File: config.mk
export PLATFORM = sky130hd
export DESIGN_NAME = rangos_n_hist
export DESIGN_NICKNAME = d
export VERILOG_FILES = /design/src/rtl/rangos_n_hist_pkg.sv /design/src/rtl/rangos_n_hist_flanco_pulso.sv /design/src/rtl/rangos_n_hist.sv
export SDC_FILE = /design/constraint.sdc
export NUM_CORES = 1
export LEC_CHECK = 0
export CAP_MARGIN = 20
export CORE_ASPECT_RATIO = 1.4
export CORE_MARGIN = 2
export CORE_UTILIZATION = 28
export DETAILED_ROUTE_END_ITERATION = 6
export DONT_BUFFER_PORTS = 1
export PLACE_DENSITY_LB_ADDON = 0.08
export SETUP_SLACK_MARGIN = 0.15
export SLEW_MARGIN = 20
export SYNTH_ARGS = -nofsm -noshare
export SYNTH_HDL_FRONTEND = slang
export SYNTH_SLANG_ARGS = --single-unit
export TNS_END_PERCENT = 50
File: constraint.sdc
create_clock -name clk -period 6.3 [get_ports clk]
set_input_delay 1.26 -clock clk [delete_from_list [all_inputs] [get_ports clk]]
set_output_delay 1.26 -clock clk [all_outputs]
set_load 0.02 [all_outputs]
File: src/rtl/rangos_n_hist_pkg.sv
// Shared types and helpers for the rangos_n_hist temperature-band classifier.
package rangos_n_hist_pkg;

    // Classifier operating phases.
    typedef enum logic [1:0] {
        ST_IDLE  = 2'd0,
        ST_ACQ   = 2'd1,
        ST_TRACK = 2'd2
    } state_t;

    // Highest base that still keeps the top threshold inside the sample range.
    function automatic int unsigned bmax_f(input int unsigned temp_w,
                                           input int unsigned n_ranges,
                                           input int unsigned span);
        return (32'd1 << temp_w) - 32'd1 - ((n_ranges - 32'd1) * span);
    endfunction

endpackage

File: src/rtl/rangos_n_hist_flanco_pulso.sv
// Registered rising-edge detector: one-cycle pulse per low-to-high transition.
module rangos_n_hist_flanco_pulso (
    input  logic clk,
    input  logic rst,
    input  logic i_lvl,
    output logic o_pulse
);

    logic r_prev;
    logic r_pulse;

    // Remember the previous level and flag a rising transition.
    always_ff @(posedge clk) begin
        if (rst) begin
            r_prev  <= 1'b0;
            r_pulse <= 1'b0;
        end else begin
            r_prev  <= i_lvl;
            r_pulse <= i_lvl & ~r_prev;
        end
    end

    assign o_pulse = r_pulse;

endmodule

File: src/rtl/rangos_n_hist.sv
// Temperature band classifier with downward hysteresis and adjustable base.
module rangos_n_hist
    import rangos_n_hist_pkg::*;
#(
    parameter int unsigned TEMP_W   = 5,
    parameter int unsigned N_RANGES = 4,
    parameter int unsigned SPAN     = 5,
    parameter int unsigned HYST     = 1,
    parameter int unsigned STEP     = 1,
    parameter int unsigned BASE_RST = 15
) (
    input  logic                          clk,
    input  logic                          rst,
    input  logic                          en,
    input  logic                          lect,
    input  logic [TEMP_W-1:0]             temperatura,
    input  logic                          load,
    input  logic [TEMP_W-1:0]             base_in,
    input  logic                          cup,
    input  logic                          cdown,
    output logic [$clog2(N_RANGES)-1:0]   rango,
    output logic                          rango_ok,
    output logic                          cambio,
    output logic [TEMP_W-1:0]             base
);

    localparam int unsigned RW   = $clog2(N_RANGES);
    localparam int unsigned XW   = TEMP_W + RW + 1;
    localparam int unsigned BMAX = bmax_f(TEMP_W, N_RANGES, SPAN);

    state_t              r_state;
    logic [RW-1:0]       r_rango;
    logic                r_ok;
    logic                r_cambio;
    logic [TEMP_W-1:0]   r_base;

    logic                w_cup_p;
    logic                w_cdn_p;
    logic [TEMP_W-1:0]   w_base_nxt;
    logic [XW-1:0]       w_base_x;
    logic [XW-1:0]       w_temp_x;
    logic [XW-1:0]       w_thr_i;
    logic [N_RANGES-1:1] w_ge;
    logic [RW-1:0]       w_plain;
    logic                w_up;
    logic                w_down;

    rangos_n_hist_flanco_pulso u_edge_up (
        .clk     (clk),
        .rst     (rst),
        .i_lvl   (cup),
        .o_pulse (w_cup_p)
    );

    rangos_n_hist_flanco_pulso u_edge_dn (
        .clk     (clk),
        .rst     (rst),
        .i_lvl   (cdown),
        .o_pulse (w_cdn_p)
    );

    assign w_base_x = XW'(r_base);
    assign w_temp_x = XW'(temperatura);

    // One comparator per threshold T_k = base + k*SPAN.
    for (genvar k = 1; k < N_RANGES; k++) begin : g_thr
        assign w_ge[k] = (w_temp_x >= (w_base_x + XW'(k * SPAN)));
    end

    // Plain class: number of thresholds reached by the sample.
    always_comb begin
        w_plain = '0;
        for (int unsigned k = 1; k < N_RANGES; k++) begin
            w_plain = w_plain + RW'(w_ge[k]);
        end
    end

    // Upward move when the next threshold above the current band is reached.
    always_comb begin
        w_up = 1'b0;
        for (int unsigned k = 1; k < N_RANGES; k++) begin
            if (RW'(k - 1) == r_rango) begin
                w_up = w_ge[k];
            end
        end
    end

    // Downward move only below T_i - HYST; a negative bound never triggers.
    always_comb begin
        w_thr_i = w_base_x + (XW'(r_rango) * XW'(SPAN));
        w_down  = (r_rango != '0) &&
                  (w_thr_i >= XW'(HYST)) &&
                  (w_temp_x < (w_thr_i - XW'(HYST)));
    end

    // Next base: load wins over button steps; both buttons together cancel.
    always_comb begin
        w_base_nxt = r_base;
        if (load) begin
            w_base_nxt = (XW'(base_in) > XW'(BMAX)) ? TEMP_W'(BMAX) : base_in;
        end else if (w_cup_p && !w_cdn_p) begin
            w_base_nxt = ((w_base_x + XW'(STEP)) > XW'(BMAX)) ?
                         TEMP_W'(BMAX) : TEMP_W'(w_base_x + XW'(STEP));
        end else if (w_cdn_p && !w_cup_p) begin
            w_base_nxt = (w_base_x < XW'(STEP)) ?
                         '0 : TEMP_W'(w_base_x - XW'(STEP));
        end
    end

    // Base register.
    always_ff @(posedge clk) begin
        if (rst) begin
            r_base <= TEMP_W'(BASE_RST);
        end else begin
            r_base <= w_base_nxt;
        end
    end

    // Classifier FSM with registered band, valid flag and change pulse.
    always_ff @(posedge clk) begin
        if (rst) begin
            r_state  <= ST_IDLE;
            r_rango  <= '0;
            r_ok     <= 1'b0;
            r_cambio <= 1'b0;
        end else begin
            r_cambio <= 1'b0;
            if (!en) begin
                r_state <= ST_IDLE;
                r_rango <= '0;
                r_ok    <= 1'b0;
            end else begin
                case (r_state)
                    ST_IDLE: begin
                        r_state <= ST_ACQ;
                        r_rango <= '0;
                        r_ok    <= 1'b0;
                    end
                    ST_ACQ: begin
                        if (lect) begin
                            r_rango  <= w_plain;
                            r_ok     <= 1'b1;
                            r_cambio <= 1'b1;
                            r_state  <= ST_TRACK;
                        end
                    end
                    ST_TRACK: begin
                        if (lect && (w_up || w_down)) begin
                            r_rango  <= w_plain;
                            r_cambio <= (w_plain != r_rango);
                        end
                    end
                    default: begin
                        r_state <= ST_IDLE;
                    end
                endcase
            end
        end
    end

    assign rango    = r_rango;
    assign rango_ok = r_ok;
    assign cambio   = r_cambio;
    assign base     = r_base;

endmodule
# ---- After elaboration in Yosys (flattened, before gate mapping)
# Index checks and enable logic that the tools add are counted.
dict set report totals {
  mem_count 0
  out_inout_bits 9
  reg_bits 15
  inputBits 17
  latch_bits 0
  mem_bits_rw 0
  mem_bits_ro 0
  word_cells 77
}
dict set report op_classes {
  eq_ne 7
  bitwise_logic 6
  n_addsub 9
  n_shift 0
  mux 19
  n_div 0
  n_lt_le_gt_ge 8
  mul 1
  reduce_logical 18
}
# operator n
set ops {}
lappend ops {{2-to-1 mux 5 bit} 6}
lappend ops {{greater-or-equal comparator 5 x 6 -> 1 bit} 3}
lappend ops {{adder 5 x 4 -> 6 bit, second input constant} 2}
lappend ops {{one-hot mux 2 bit (3 select lines)} 2}
lappend ops {{greater-than comparator 8 x 5 -> 1 bit, second input constant} 1}
lappend ops {{less-than comparator 5 x 8 -> 1 bit} 1}
lappend ops {{subtractor 6 x 1 -> 7 bit, second input constant} 1}
lappend ops {{adder 5 x 1 -> 6 bit, second input constant} 1}
lappend ops {{adder 5 x 3 -> 6 bit, second input constant} 1}
lappend ops {{adder 5 x 5 -> 6 bit} 1}
lappend ops {{greater-or-equal comparator 6 x 1 -> 1 bit, second input constant} 1}
lappend ops {{2-to-1 mux 1 bit} 6}
lappend ops {{2-to-1 mux 2 bit} 3}
lappend ops {{nonzero test 3 bit} 2}
lappend ops {{greater-than comparator 5 bit, second input constant} 1}
lappend ops {{logical AND 1 bit} 5}
lappend ops {{less-than comparator 5 x 1 -> 1 bit, second input constant} 1}
lappend ops {{multiplier 2 x 3 -> 5 bit, second input constant} 1}
lappend ops {{subtractor 5 x 1 -> 5 bit, second input constant} 1}
lappend ops {{zero test 2 bit} 2}
lappend ops {{inequality test 2 bit, second input constant} 2}
lappend ops {{inverter 1 bit} 4}
lappend ops {{one-hot mux 1 bit (2 select lines)} 2}
lappend ops {{AND reduction 2 bit} 2}
lappend ops {{13 further kinds} 16}

# ---- Depth between registers and ports, before layout
dict set report logic_depth {
  ltp_word 9
  depth_mapped 14
  mapped_depth_nobuf 13
}

# ---- By module
# Synthesis repeated with hierarchy kept, for this count alone.
dict set report unflattened {
  hier_cells 236
  area_unflattened_um2 1883.1
}
# module cells_per_inst area_each_um2 seq_area_each_um2 n_inst
set modules_own_cells {}
lappend modules_own_cells {rangos_n_hist 228 1765.4 220.2 1}
lappend modules_own_cells {rangos_n_hist_flanco_pulso 4 58.8 40.0 2}

# ---- Worst setup path after synthesis
# OpenSTA, ideal clock, no wires.
dict set report synth_path {
  path_kind {input to register}
  start {in temperatura[0]}
  end {reg r_cambio (netlist: cambio)}
  stages 12
  setup_slack_ns 2.889
  path_buffers 0
  required_time_ns 6.230
  t_arrival_ns 3.341
  setup_time_ns 0.070
  cell_sequence {inv_1 ha_1 nand2b_1 a21o_1 a21oi_1 o21ai_0 o21ai_0 fa_1 xnor2_1 o211ai_1 a211o_2 a21oi_1}
}
dict set report synth_via {
  elab_chain_len 8
  word_cells_on_any_way 15
  cone_classes {add/sub (2); order compare (4); eq/ne (1); mux (5); reduce/logical (3)}
}
# element line
set synth_rtl {}
lappend synth_rtl {{start, declared} rangos_n_hist.sv:16} ;# input logic [TEMP_W-1:0] temperatura,
lappend synth_rtl {{branches (longest 6 deep; another with greater-or-equal comparator 5 x 6 -> 1 bit)} --}
lappend synth_rtl {{2-to-1 mux 1 bit *} rangos_n_hist.sv:148} ;# if (lect && (w_up || w_down)) begin
lappend synth_rtl {{one-hot mux 1 bit (2 select lines) *} rangos_n_hist.sv:133} ;# case (r_state)
lappend synth_rtl {{end signal, assigned} rangos_n_hist.sv:150} ;# r_cambio <= (w_plain != r_rango);
lappend synth_rtl {{end, declared} rangos_n_hist.sv:34} ;# logic r_cambio;
# Every way passes the cells marked *.
# A chain may end at the register's enable or synchronous reset.

# ---- Worst setup path after layout
dict set report layout_path {
  start {reg r_base[2] (netlist: base[2])}
  end {reg r_rango[1] (netlist: rango[1])}
}
dict set report layout_via {
  elab_chain_len 9
  word_cells_on_any_way 24
  cone_classes {add/sub (7); order compare (5); eq/ne (1); mux (6); reduce/logical (5)}
}
# element line
set layout_rtl {}
lappend layout_rtl {{start, declared} rangos_n_hist.sv:35} ;# logic [TEMP_W-1:0] r_base;
lappend layout_rtl {{start signal, assigned} rangos_n_hist.sv:113} ;# r_base <= TEMP_W'(BASE_RST);
lappend layout_rtl {{start signal, assigned} rangos_n_hist.sv:115} ;# r_base <= w_base_nxt;
lappend layout_rtl {{branches (longest 9 deep; another with less-than comparator 5 x 8 -> 1 bit)} --}
lappend layout_rtl {{end signal, assigned} rangos_n_hist.sv:141} ;# r_rango <= w_plain;
lappend layout_rtl {{end signal, assigned} rangos_n_hist.sv:149} ;# r_rango <= w_plain;
lappend layout_rtl {{end, declared} rangos_n_hist.sv:32} ;# logic [RW-1:0] r_rango;
# Several ways; the timed one is not identified. The select of a mux whose other input is x is not followed.

==> out/results.tsv <==
metric	value	unit
status	complete, no violations	
Max Clock Skew	2.47	ps
R2R Setup Slk	2600	ps
CTS Buffer Depth	2	
Setup crit end	rango[1]	
Max VDD drop	0.102	mV
# DRC	0	
Layout Nets	282	
GPL Wtd Cong	0.761	
Top Usage Layer GRT	met2	
reg2reg path depth	12	
Slew HR	0.467	
EDFF count, synth	0	
DRT Wirelength	4.58	mm
crit-path cells	ha_1, ha_1, a21o_1, a21oi_1, xor2_1, xnor2_1, ha_1, a21oi_1, o311ai_0, and4_4, or4_4, o211ai_2	
Tot GR Track Use	0.135	
r2r startpoint	base[2]	
Post-Syn Area	1850	um^2
sequential element share of the synthesized area	0.162	
Slowest Stage Delay on Critical Path	770	ps
first-pass GRT wire length	7.71	mm
Worst setup SP type	flip-flop	
Die X-Extent	72.7	um
Final setup viols	0	
CP required	6480	ps
Power Density	193	nW/um^2
Clock transition at path regs	70	ps
Slew @ Worst Pin	798	ps
syn_area_per_cell	8.21	um^2
Slowest cell on crit path	dfxtp_1	
drt via density	5.19	
DIE AREA	7280	um^2
flops & latches, synth	15	
Fin. Hold Viols	0	
antenna violations before repair	0	
Avg WL per Cell	15.4	um
Max FO, Critical Path	12	
RSZ-0062 raised after global routing	no	
Post-synth ARST share	0	
worst setup path start	base[2]	
post-DP HPWL	3.73	mm
Area growth syn-to-layout	6.09	%
Crit Path Class	reg -> reg	
layout cell share with drive strength beyond 1	0.0493	
Die Y	100	um
area of the multi-input gates	1440	um^2
worst reg2reg path endpoint	rango[1]	
Hold WS	382	ps
Primary FF master, synth	dfxtp_1	
Distinct cells, synth	47	
crit end category	flip-flop	
input/output buffers	0	
CTS sink cnt	15	
CP arrival	3890	ps
I/O pin cnt	26	
clock latency on the worst-skew pair	250	ps
total negative slack	0	ps
cts bufs inserted	3	
Initial Utilization	0.285	
hold buffers post-CTS	0	
Synth warnings	0	
clock tree from TritonCTS	built	
Max Slew Vio Count	0	
Core ar.	6480	um^2
met1 usage	0.159	
Hold/Removal Path Class	reg -> reg	
GR Layer Usage met3	0.0251	
Reg area	300	um^2
clock root cell	clkbuf_8	
1st-iter DRT viols	50	
pin count of the biggest net entering global routing	16	
Post-CTS Setup Bufs	0	
P_leak	0.879	nW
DRT antenna net count	0	
min Tclk post-route	3700	ps
row cnt	35	
total of cells resized after clock tree synthesis	0	
fmax	270	MHz
post-layout util	0.303	
most used cell, CP	ha_1	
Vias	1540	
Fillers	722	
met2 Usage GRT	0.251	
Final Cycle Share	0.588	
vias in the first global route	1605	
drt first pass iters	4	
Syn Nets	283	
H-Tree Depth	1	
Cells after Synth	225	
Diodes inserted	0	
Max-cap violations	0	
Remaining Overflow, GRT	0	
[critical path, delay by kind of cell (launching register included)]
| kind | cells | cell delay, ps |
|---|---|---|
| AO/OA/AOI/OAI | 5 | 770 |
| XOR/XNOR | 2 | 430 |
| adder cells (fa/ha/maj) | 3 | 940 |
| flip-flops | 1 | 770 |
| AND/OR/NAND/NOR | 2 | 720 |
[worst min-delay path by stage]
stage,start,end,slack (ps),cells past startpoint
floorplan,u_edge_dn.r_prev,u_edge_dn.o_pulse,370,1
global placement,u_edge_dn.r_prev,u_edge_dn.o_pulse,370,1
detailed placement,u_edge_up.r_prev,u_edge_up.o_pulse,370,1
CTS,u_edge_up.r_prev,u_edge_up.o_pulse,380,1
global route,u_edge_dn.r_prev,u_edge_dn.o_pulse,400,1
finish,u_edge_up.r_prev,u_edge_up.o_pulse,380,1
[placed cells by master, fill, tap and decap left out, types with 3 or more instances in the layout]
cell | synthesis | routed
a21oi_1 | 20 | 20
xnor2_1 | 11 | 11
ha_1 | 39 | 39
nor2b_1 | 11 | 11
a211oi_1 | 4 | 4
nand2b_1 | 6 | 6
a21o_1 | 4 | 4
dfxtp_1 | 15 | 15
nor2_1 | 12 | 12
nand2_1 | 12 | 12
nor3_1 | 4 | 4
nand3_1 | 3 | 3
o21ai_0 | 13 | 13
xor2_1 | 6 | 6
inv_1 | 21 | 21
clkbuf_8 | 0 | 3
[cell families (layout without fill, tap and decap cells)]
group / Yosys count / in the layout / synth area share
compound gates: 66 / 66 / 0.240
xor+xnor: 17 / 17 / 0.0806
fa+ha+maj: 41 / 41 / 0.286
buf+inv: 27 / 25 / 0.0582
flops: 15 / 15 / 0.162
mux: 2 / 2 / 0.0115
simple gates: 57 / 57 / 0.162
[state kept, by name (all words and copies together) (netlist names)]
register / cells
u_edge_up.r_prev: 1
u_edge_dn.o_pulse: 1
u_edge_dn.r_prev: 1
cambio: 1
base: 5
r_state: 2
rango_ok: 1
rango: 2
u_edge_up.o_pulse: 1
[synth_stat cells (3+ instances only)]
master,count,area share
a211oi_1,4,0.016
nand3_1,3,0.0081
a21o_1,4,0.016
ha_1,39,0.26
a21oi_1,20,0.054
dfxtp_1,15,0.16
nor2b_1,11,0.037
nand2b_1,6,0.020
clkbuf_1,3,0.0061
nor2_1,12,0.024
o21ai_0,13,0.035
xor2_1,6,0.028
inv_1,21,0.043
nor3_1,4,0.011
xnor2_1,11,0.052
nand2_1,12,0.024
[routing by layer]
layer	vias to the layer above	wire length [um]
li1	793	-
met1	721	2020
met2	24	2370
met3	2	159
met4	0	33
met5	-	0
[layout make-up]
class	instances	share of cell area
Multi-Input combinational cell	183	0.735
Inverter	21	0.0402
Tap cell	74	0.0472
Clock inverter	1	0.00383
Sequential cell	15	0.153
Clock buffer	3	0.0211
[through the flow]
| stage | instances | setup slack [ps] | total power [mW] | area, um^2 |
|---|---|---|---|---|
| 6_report | 297 | 2600 | 0.378 | 1960 |
| 5_1_grt | 297 | 2250 | 0.418 | 1960 |
| 4_1_cts | 297 | 2530 | 0.387 | 1960 |
| 3_5_place_dp | 293 | 2530 | 0.302 | 1910 |
| 3_3_place_gp | 293 | 2500 | 0.304 | 1910 |
| 2_1_floorplan | 225 | 2890 | 0.261 | 1850 |
[power by group]
group | internal (mW) | leakage [nW] | switching [mW]
Clock | 0.0444 | 0.0217 | 0.0376
Combinational | 0.0796 | 0.734 | 0.0934
Sequential | 0.101 | 0.124 | 0.0224
Total | 0.225 | 0.879 | 0.153
Power figures use the tool's default switching activity.
==> edit: new RTL, config.mk and constraints unchanged <==
Set the parameter `TEMP_W` to 10 (it was 5).
--- a/src/rtl/rangos_n_hist.sv
+++ b/src/rtl/rangos_n_hist.sv
@@ -2,7 +2,7 @@
 module rangos_n_hist
     import rangos_n_hist_pkg::*;
 #(
-    parameter int unsigned TEMP_W   = 5,
+    parameter int unsigned TEMP_W   = 10,
     parameter int unsigned N_RANGES = 4,
     parameter int unsigned SPAN     = 5,
     parameter int unsigned HYST     = 1,
Interface: changed (resized base, base_in and temperatura); port bits go from 26 to 41. No check against the original RTL was run, so the function may have changed too.
==> edit against the original RTL <==
Synthesized area is 81% higher. Via count rose by 100%. Total power increased by 62%. Highest routed layer unchanged. First-iteration DRC count increased to 3.0 times the old value. Sequential cell count grew 5. Design area grew 82%. Clock power up 120%. Routed wire length grew 140%. Combinational power up 61%. Critical path type unchanged. Largest cell class unchanged. Worst setup slack lost 960 ps.
==> edit: results (changes against the original RTL) <==
Final HPWL DP 8880 um (+140%); routed via count 3101 (+100%); Crit Path Max Fanout 13 (+1); end of the critical path rango[0]; worst r2r path cells 16 (+4); fin nets 507 (+80%); largest net degree at the start of global routing 21 (+5); Worst setup SP type flop; Reg2Reg Setup Slack 1640 ps (-960 ps); sequential area share after synthesis 0.120 (-0.0426); Slew HR 0.518 (+0.0509); Iter 0 DRT Violations 152 (+200%); CP arrival 4810 ps (+920 ps); ranking of synthesized cells by area ha_1, dfxtp_1, xnor2_1, a21oi_1, xor2_1; final wirelength 10800 um (+140%); layout cells sized above 1 0.0690 (+0.0197); status finished, final reports clean; Lkg Pwr 1.48 nW (+68%); VDD IR max 0.173 mV (+71%); vias in the first global route 3234 (+100%); clock root buffer clkbuf_16; Total GRT Usage 0.175 (+0.0401); post-synth cell types 68 (+45%); top cells by count, synth ha_1, a21oi_1, nor2_1, nand2_1, o21ai_0; drt first pass iters 6 (+2); Final Skew 4.22 ps (+1.75 ps); Final GP Congestion 0.786 (+3.3%); Synth Net Count 516 (+82%); first-pass GRT wire length 17300 um (+120%); Async S/R FF share, synth 0 (unchanged)
[edit: cell count changes after synthesis, moves of 10 or more]
cell,before,now
nor2_1,12,31
o21ai_0,13,24
xor2_1,6,18
a21oi_1,20,34
xnor2_1,11,21
ha_1,39,58
nand2_1,12,26
[edit: area by class of cell]
type,instances,area (um^2)
fillers,1288,8140
clock buffers,3,75.1
well taps,147,184
multi-input cells,368,2750
inverters,22,82.6
clock inverters,1,30.0
repair buffers,6,45.0
flip-flops and latches,20,400
[edit: logic make-up after synthesis]
| group | Yosys count | synth area share |
|---|---|---|
| buf+inv | 42 | 0.0581 |
| fa+ha+maj | 59 | 0.223 |
| xor+xnor | 39 | 0.102 |
| mux | 4 | 0.0120 |
| simple gates | 143 | 0.231 |
| compound gates | 123 | 0.254 |
| flops | 20 | 0.120 |
[edit: power groups by stage]
stage	Combinational, mW	Clock (mW)	Sequential (mW)
floorplan	0.217	0	0.154
global placement	0.278	0	0.159
detailed placement	0.280	0	0.160
global route	0.315	0.189	0.158
CTS	0.282	0.182	0.157
finish	0.278	0.178	0.156
[edit: metal layers]
metal | part of all wire | vias up | global-route usage
met5 | 0 | - | 0
met3 | 0.025 | 9 | 0.0158
met1 | 0.40 | 1481 | 0.198
met4 | 0.014 | 0 | 0.0381
li1 | - | 1565 | -
met2 | 0.56 | 46 | 0.342
[edit: how the worst min path moves through the flow]
stage,from,endpoint,depth (start not counted)
6_report,u_edge_up.r_prev,u_edge_up.o_pulse,1
5_1_grt,u_edge_dn.r_prev,u_edge_dn.o_pulse,1
4_1_cts,u_edge_dn.r_prev,u_edge_dn.o_pulse,1
3_5_place_dp,u_edge_dn.r_prev,u_edge_dn.o_pulse,1
3_3_place_gp,u_edge_dn.r_prev,u_edge_dn.o_pulse,1
2_1_floorplan,u_edge_dn.r_prev,u_edge_dn.o_pulse,1
[edit: worst max-delay path, delay by kind of cell (launching register included)]
kind	cells	cell delay (ps)
compound gates	8	1900
xor+xnor	1	100
fa+ha+maj	3	1060
flops	1	770
mux	1	270
simple gates	3	450
[edit: metrics by stage]
step                std cells  hold slack, ps  worst slack, ps  area (um^2)  utilization
CTS                       567             390             1600         3570        0.305
global route              567             411             1330         3570        0.305
floorplan                 430             367             2300         3340            -
finish                    567             388             1640         3570        0.305
detailed placement        563             381             1630         3460        0.296
global placement          563             372             1750         3460        0.295
